[config.mk]
export PLATFORM = sky130hd
export DESIGN_NAME = ps2_device
export DESIGN_NICKNAME = d
export VERILOG_FILES = /design/src/rtl/ps2_device.sv
export SDC_FILE = /design/constraint.sdc
export NUM_CORES = 1
export LEC_CHECK = 0
export BUFFER_PORTS_ARGS = -buffer_cell sky130_fd_sc_hd__buf_2
export CAP_MARGIN = 20
export CORE_UTILIZATION = 55
export CTS_BUF_LIST = sky130_fd_sc_hd__clkbuf_8
export CTS_CLUSTER_SIZE = 28
export DETAILED_ROUTE_END_ITERATION = 12
export HOLD_SLACK_MARGIN = 0.15
export PLACE_DENSITY = 0.79
export SLEW_MARGIN = 20
export SYNTH_ARGS = -nofsm -noshare
export SYNTH_HDL_FRONTEND = slang
export SYNTH_SLANG_ARGS = --single-unit
[constraint.sdc]
create_clock -name CLK -period 2.3 [get_ports CLK]
set_clock_uncertainty 0.2 [all_clocks]
set_input_delay 0.23 -clock CLK [delete_from_list [all_inputs] [get_ports CLK]]
set_output_delay 0.23 -clock CLK [all_outputs]
set_load 0.05 [all_outputs]
[src/rtl/ps2_device.sv]
// PS/2 device-side transceiver: sends bytes to the host and receives host
// commands, generating the PS/2 clock itself and driving both lines open-drain.
module ps2_device #(
    parameter int HALF_PERIOD = 1000
) (
    input  logic       CLK,
    input  logic       RST,
    input  logic       PS2CLK_in,
    input  logic       PS2DATA_in,
    output logic       PS2CLK_oe,
    output logic       PS2DATA_oe,
    input  logic [7:0] datain,
    input  logic       tx_write,
    output logic       tx_done,
    output logic       tx_err,
    output logic [7:0] dataout,
    output logic       rx_done,
    output logic       rx_err,
    output logic       busy,
    output logic [2:0] dbg_state_o
);

    // Handshake: tx_write is a one-cycle request taken only in IDLE with the
    // bus free; tx_done/tx_err/rx_done are one-cycle pulses, rx_err valid with rx_done.

    localparam int TW = (HALF_PERIOD > 1) ? $clog2(HALF_PERIOD) : 1;

    typedef enum logic [2:0] {
        IDLE    = 3'd0,
        TX_HI   = 3'd1,
        TX_LO   = 3'd2,
        RX_WAIT = 3'd3,
        RX_LO   = 3'd4,
        RX_HI   = 3'd5,
        ACK_LO  = 3'd6,
        ACK_HI  = 3'd7
    } state_t;

    state_t          state_q, state_d;
    logic [TW-1:0]   timer_q, timer_d;
    logic [3:0]      bit_q, bit_d;
    logic [10:0]     frame_q, frame_d;
    logic [7:0]      rx_data_q, rx_data_d;
    logic            rx_par_q, rx_par_d;
    logic [7:0]      dataout_q, dataout_d;
    logic            tx_done_q, tx_done_d;
    logic            tx_err_q, tx_err_d;
    logic            rx_done_q, rx_done_d;
    logic            rx_err_q, rx_err_d;
    logic            clk_s1_q, clk_s_q;
    logic            dat_s1_q, dat_s_q;
    logic            clk_oe, dat_oe;
    logic            rts, last;

    assign rts  = ~dat_s_q & clk_s_q;
    assign last = (timer_q == TW'(HALF_PERIOD - 1));

    always_comb begin
        state_d   = state_q;
        bit_d     = bit_q;
        frame_d   = frame_q;
        rx_data_d = rx_data_q;
        rx_par_d  = rx_par_q;
        dataout_d = dataout_q;
        tx_done_d = 1'b0;
        tx_err_d  = 1'b0;
        rx_done_d = 1'b0;
        rx_err_d  = 1'b0;
        clk_oe    = 1'b0;
        dat_oe    = 1'b0;
        case (state_q)
            IDLE: begin
                // A host request-to-send always wins over a local transmit.
                if (rts) begin
                    state_d = RX_WAIT;
                end else if (tx_write && clk_s_q) begin
                    frame_d = {1'b1, ~^datain, datain, 1'b0};
                    bit_d   = 4'd0;
                    state_d = TX_HI;
                end
            end
            TX_HI: begin
                dat_oe = ~frame_q[bit_q];
                if (last) begin
                    if (!clk_s_q) begin
                        tx_err_d = 1'b1;
                        state_d  = IDLE;
                    end else begin
                        state_d = TX_LO;
                    end
                end
            end
            TX_LO: begin
                clk_oe = 1'b1;
                dat_oe = ~frame_q[bit_q];
                if (last) begin
                    if (bit_q == 4'd10) begin
                        tx_done_d = 1'b1;
                        state_d   = IDLE;
                    end else begin
                        bit_d   = bit_q + 4'd1;
                        state_d = TX_HI;
                    end
                end
            end
            RX_WAIT: begin
                if (!rts) begin
                    state_d = IDLE;
                end else if (last) begin
                    bit_d   = 4'd0;
                    state_d = RX_LO;
                end
            end
            RX_LO: begin
                clk_oe = 1'b1;
                if (last) state_d = RX_HI;
            end
            RX_HI: begin
                if (last) begin
                    if (!clk_s_q) begin
                        state_d = IDLE;
                    end else if (bit_q < 4'd8) begin
                        rx_data_d[bit_q[2:0]] = dat_s_q;
                        bit_d   = bit_q + 4'd1;
                        state_d = RX_LO;
                    end else if (bit_q == 4'd8) begin
                        rx_par_d = dat_s_q;
                        bit_d    = bit_q + 4'd1;
                        state_d  = RX_LO;
                    end else if (dat_s_q) begin
                        state_d = ACK_LO;
                    end else begin
                        // Framing error: no ACK, report immediately.
                        dataout_d = rx_data_q;
                        rx_done_d = 1'b1;
                        rx_err_d  = 1'b1;
                        state_d   = IDLE;
                    end
                end
            end
            ACK_LO: begin
                clk_oe = 1'b1;
                dat_oe = 1'b1;
                if (last) state_d = ACK_HI;
            end
            ACK_HI: begin
                dat_oe = 1'b1;
                if (last) begin
                    dataout_d = rx_data_q;
                    rx_done_d = 1'b1;
                    rx_err_d  = ~^{rx_data_q, rx_par_q};
                    state_d   = IDLE;
                end
            end
            default: state_d = IDLE;
        endcase
        timer_d = (state_d != state_q || state_q == IDLE) ? '0 : timer_q + TW'(1);
    end

    always_ff @(posedge CLK) begin
        if (RST) begin
            state_q   <= IDLE;
            timer_q   <= '0;
            bit_q     <= 4'd0;
            frame_q   <= 11'd0;
            rx_data_q <= 8'h00;
            rx_par_q  <= 1'b0;
            dataout_q <= 8'h00;
            tx_done_q <= 1'b0;
            tx_err_q  <= 1'b0;
            rx_done_q <= 1'b0;
            rx_err_q  <= 1'b0;
            clk_s1_q  <= 1'b1;
            clk_s_q   <= 1'b1;
            dat_s1_q  <= 1'b1;
            dat_s_q   <= 1'b1;
        end else begin
            state_q   <= state_d;
            timer_q   <= timer_d;
            bit_q     <= bit_d;
            frame_q   <= frame_d;
            rx_data_q <= rx_data_d;
            rx_par_q  <= rx_par_d;
            dataout_q <= dataout_d;
            tx_done_q <= tx_done_d;
            tx_err_q  <= tx_err_d;
            rx_done_q <= rx_done_d;
            rx_err_q  <= rx_err_d;
            clk_s1_q  <= PS2CLK_in;
            clk_s_q   <= clk_s1_q;
            dat_s1_q  <= PS2DATA_in;
            dat_s_q   <= dat_s1_q;
        end
    end

    assign PS2CLK_oe   = clk_oe;
    assign PS2DATA_oe  = dat_oe;
    assign tx_done     = tx_done_q;
    assign tx_err      = tx_err_q;
    assign rx_done     = rx_done_q;
    assign rx_err      = rx_err_q;
    assign dataout     = dataout_q;
    assign busy        = (state_q != IDLE);
    assign dbg_state_o = state_q;

endmodule

==> metrics <==
Inserted Clock Buffers 5; wl on met1 2500 microns; share of synthesized area occupied by flip-flops and latches 40.0%; total number of vias 2165; I/O pin total 31; total congestion overflow 0; die span in y 70.8 microns; hpwl dp 3810 microns; initial DRC count 216; Hold Path Origin tx_write; ys async rst share 0%; global-route total usage across every layer 23.1%; setup repair after global routing missed its margin yes; ratio of routed vias to standard cells 5.65; worst reg2reg path depth 7; number of clock sinks seen by CTS 52; top sig layer met4; top post-synthesis cells by count sky130_fd_sc_hd__dfxtp_1, sky130_fd_sc_hd__nor2_1, sky130_fd_sc_hd__mux2i_1, sky130_fd_sc_hd__xnor2_1, sky130_fd_sc_hd__clkbuf_1; Placer Congestion 0.908; total leakage power 1.26 nW; type of destination of the critical path output port; Setup Buffers After CTS 0; root buffer selected by CTS sky130_fd_sc_hd__clkbuf_8; final cell utilization of the core 69.7%; total length of routed met2 wires 2540 microns; timing-limited maximum frequency 0.445 GHz; Reg2Reg Capture Point bit_q[2]; violated checks DRC; CTS tree built; Total Die Area 5010 sq um; post-synthesis average cell area 9.07 sq um; post-CTS clock slew at the launch and capture registers of the worst setup and hold paths 0.09 ns; number of instances in the synthesized netlist 287; Max-slew headroom 62.5%; area of the placeable core 4440 sq um; largest net degree at the start of global routing 26; net count after synthesis 304; diode count 0; vias in the first global route 1965; DIE WIDTH 70.8 microns; flop2flop setup slack 0.14 ns; aggregate routed wire length 5470 microns; deepest clock path buffer count 2; Worst Tran Pin Value 0.558 ns; worst path arrival time 1.82 ns; Hold Vio Cnt, Final 0; EDFF count, synth 0; most used flip-flop cell after synthesis sky130_fd_sc_hd__dfxtp_1; net count reported at finish 347; smallest hold slack 0.204 ns; share of cells above drive strength 1 21.8%; routed wirelength normalized by instance count 14.3 microns; first-pass GRT wire length 9110 microns; worst-skew pair later-pin latency 0.31 ns; YS warnings 0; max-slew violation total from the final report 0; Met3 Routed Length 308 microns; Site Rows 24; hold path depth 4; area added between synthesis and finish 18.9%; max-cap violation count 0; number of remaining DRC errors 2; Worst Path Required 1.87 ns; Pre-Repair DR Iteration Count 10; Finish-stage setup viols 0; synth top area cells sky130_fd_sc_hd__dfxtp_1, sky130_fd_sc_hd__mux2i_1, sky130_fd_sc_hd__nor2_1; critical path fanouts, max 2; cell with the most instances after synthesis sky130_fd_sc_hd__dfxtp_1; startpoint kind of the worst setup timing path flop; Initial Utilization 58.6%; register bit count reported by yosys 52; power per cell area 596 nW/um^2; VDD IR max 0.467 mV; port buffer count 30; classification of the worst-slack hold path in -> reg; maximum level of the CTS H-tree 2; initial antenna violation count 0; post-route fraction of the period consumed by the critical path 97.7%; worst hold endpoint dbg_state_o[0]; antenna-violating nets left 0; critical path start-end classification reg -> out; final critical-path required period 2.25 ns; Crit Reg-Reg Startpoint timer_q[0]; Synth top area share 40.0%; Yosys top cell by area sky130_fd_sc_hd__dfxtp_1; netlist area before placement 2600 sq um; run status complete, but fails checks; Distinct cells, synth 54
==> critical path: stages (launching register included) <==
cell and delay, ns:
sky130_fd_sc_hd__dfxtp_2 0.35, sky130_fd_sc_hd__mux2_4 0.30, sky130_fd_sc_hd__a22oi_2 0.14, sky130_fd_sc_hd__nor2_1 0.06, sky130_fd_sc_hd__a221o_1 0.31, sky130_fd_sc_hd__a21oi_4 0.17, sky130_fd_sc_hd__buf_6 0.17
==> worst max-delay path by stage <==
stage	end	start	slack [ns]
after detailed placement	bit_q[2]	timer_q[0]	0.18
final	PS2DATA_oe	bit_q[2]	0.05
after floorplan	PS2DATA_oe	dbg_state_o[1]	0.05
after global placement	PS2DATA_oe	bit_q[1]	0.21
after CTS	PS2DATA_oe	bit_q[2]	0.002
after global routing	PS2DATA_oe	bit_q[2]	-0.03
==> cell families after synthesis <==
kind of cell | Yosys count | synth area share, %
XOR/XNOR | 22 | 7.93
multiplexers | 28 | 10.8
buffers and inverters | 23 | 3.60
adder cells (fa/ha/maj) | 4 | 1.92
AND/OR/NAND/NOR | 121 | 23.9
flip-flops | 52 | 40.0
AO/OA/AOI/OAI | 37 | 11.8
==> per-layer routing <==
metal	track usage, %	vias up
li1	-	1087
met1	29.5	1006
met2	37.6	61
met3	5.98	11
met4	9.11	0
met5	0	-
==> repair_timing <==
item	in CTS	in global routing
gates cloned	0	0
hold endpoints to repair	11	0
gates resized for setup	3	9
hold buffers	11	0
setup endpoints to repair	1	2
pin swaps	0	3
==> sequential cells by signal, summed over array words and instances, names as in the netlist <==
name and flops:
bit_q 4, clk_s1_q 1, clk_s_q 1, dat_s1_q 1, dat_s_q 1, dataout 8, dbg_state_o 3, frame_q 10
rx_data_q 8, rx_done 1, rx_err 1, rx_par_q 1, timer_q 10, tx_done 1, tx_err 1
==> cell type report <==
class	instances	area, sq um
Timing Repair Buffer	53	357
Sequential cell	52	1050
Tap cell	52	65.1
Inverter	6	22.5
Clock buffer	5	68.8
Multi-Input combinational cell	212	1490
Clock inverter	3	42.5
Fill cell	357	1350
==> layout by cell type, fill, tap and decap left out, types with 5 or more instances in the layout <==
| master | instances |
|---|---|
| sky130_fd_sc_hd__nor2_1 | 50 |
| sky130_fd_sc_hd__dfxtp_1 | 47 |
| sky130_fd_sc_hd__buf_2 | 29 |
| sky130_fd_sc_hd__mux2i_1 | 27 |
| sky130_fd_sc_hd__xnor2_1 | 14 |
| sky130_fd_sc_hd__buf_4 | 12 |
| sky130_fd_sc_hd__dlygate4sd3_1 | 11 |
| sky130_fd_sc_hd__nand2_1 | 10 |
| sky130_fd_sc_hd__nand3_1 | 10 |
| sky130_fd_sc_hd__xor2_1 | 7 |
| sky130_fd_sc_hd__inv_1 | 6 |
| sky130_fd_sc_hd__o21ai_0 | 6 |
| sky130_fd_sc_hd__nand4_1 | 6 |
| sky130_fd_sc_hd__nor3_1 | 5 |
| sky130_fd_sc_hd__or2_2 | 5 |
| sky130_fd_sc_hd__nor2b_1 | 5 |
| sky130_fd_sc_hd__a21oi_1 | 5 |
| sky130_fd_sc_hd__nand2b_1 | 5 |
| sky130_fd_sc_hd__clkbuf_8 | 5 |
==> metrics by stage <==
| step | setup slack, ns | cells | setup TNS (ns) | cell area (sq um) | power (mW) |
|---|---|---|---|---|---|
| after global routing | -0.0263 | 383 | -0.0263 | 3100 | 1.92 |
| final | 0.0522 | 383 | 0 | 3100 | 1.85 |
| after CTS | 0.00168 | 383 | 0 | 3080 | 1.86 |
| after floorplan | 0.0506 | 287 | 0 | 2620 | 1.15 |
| after global placement | 0.209 | 364 | 0 | 2850 | 1.21 |
| after detailed placement | 0.179 | 364 | 0 | 2850 | 1.22 |
==> power breakdown <==
part	switching (mW)	internal (mW)
Combinational	0.155	0.112
Sequential	0.0285	0.925
Clock	0.304	0.322
Note: power is estimated with default switching activity, not from simulation.
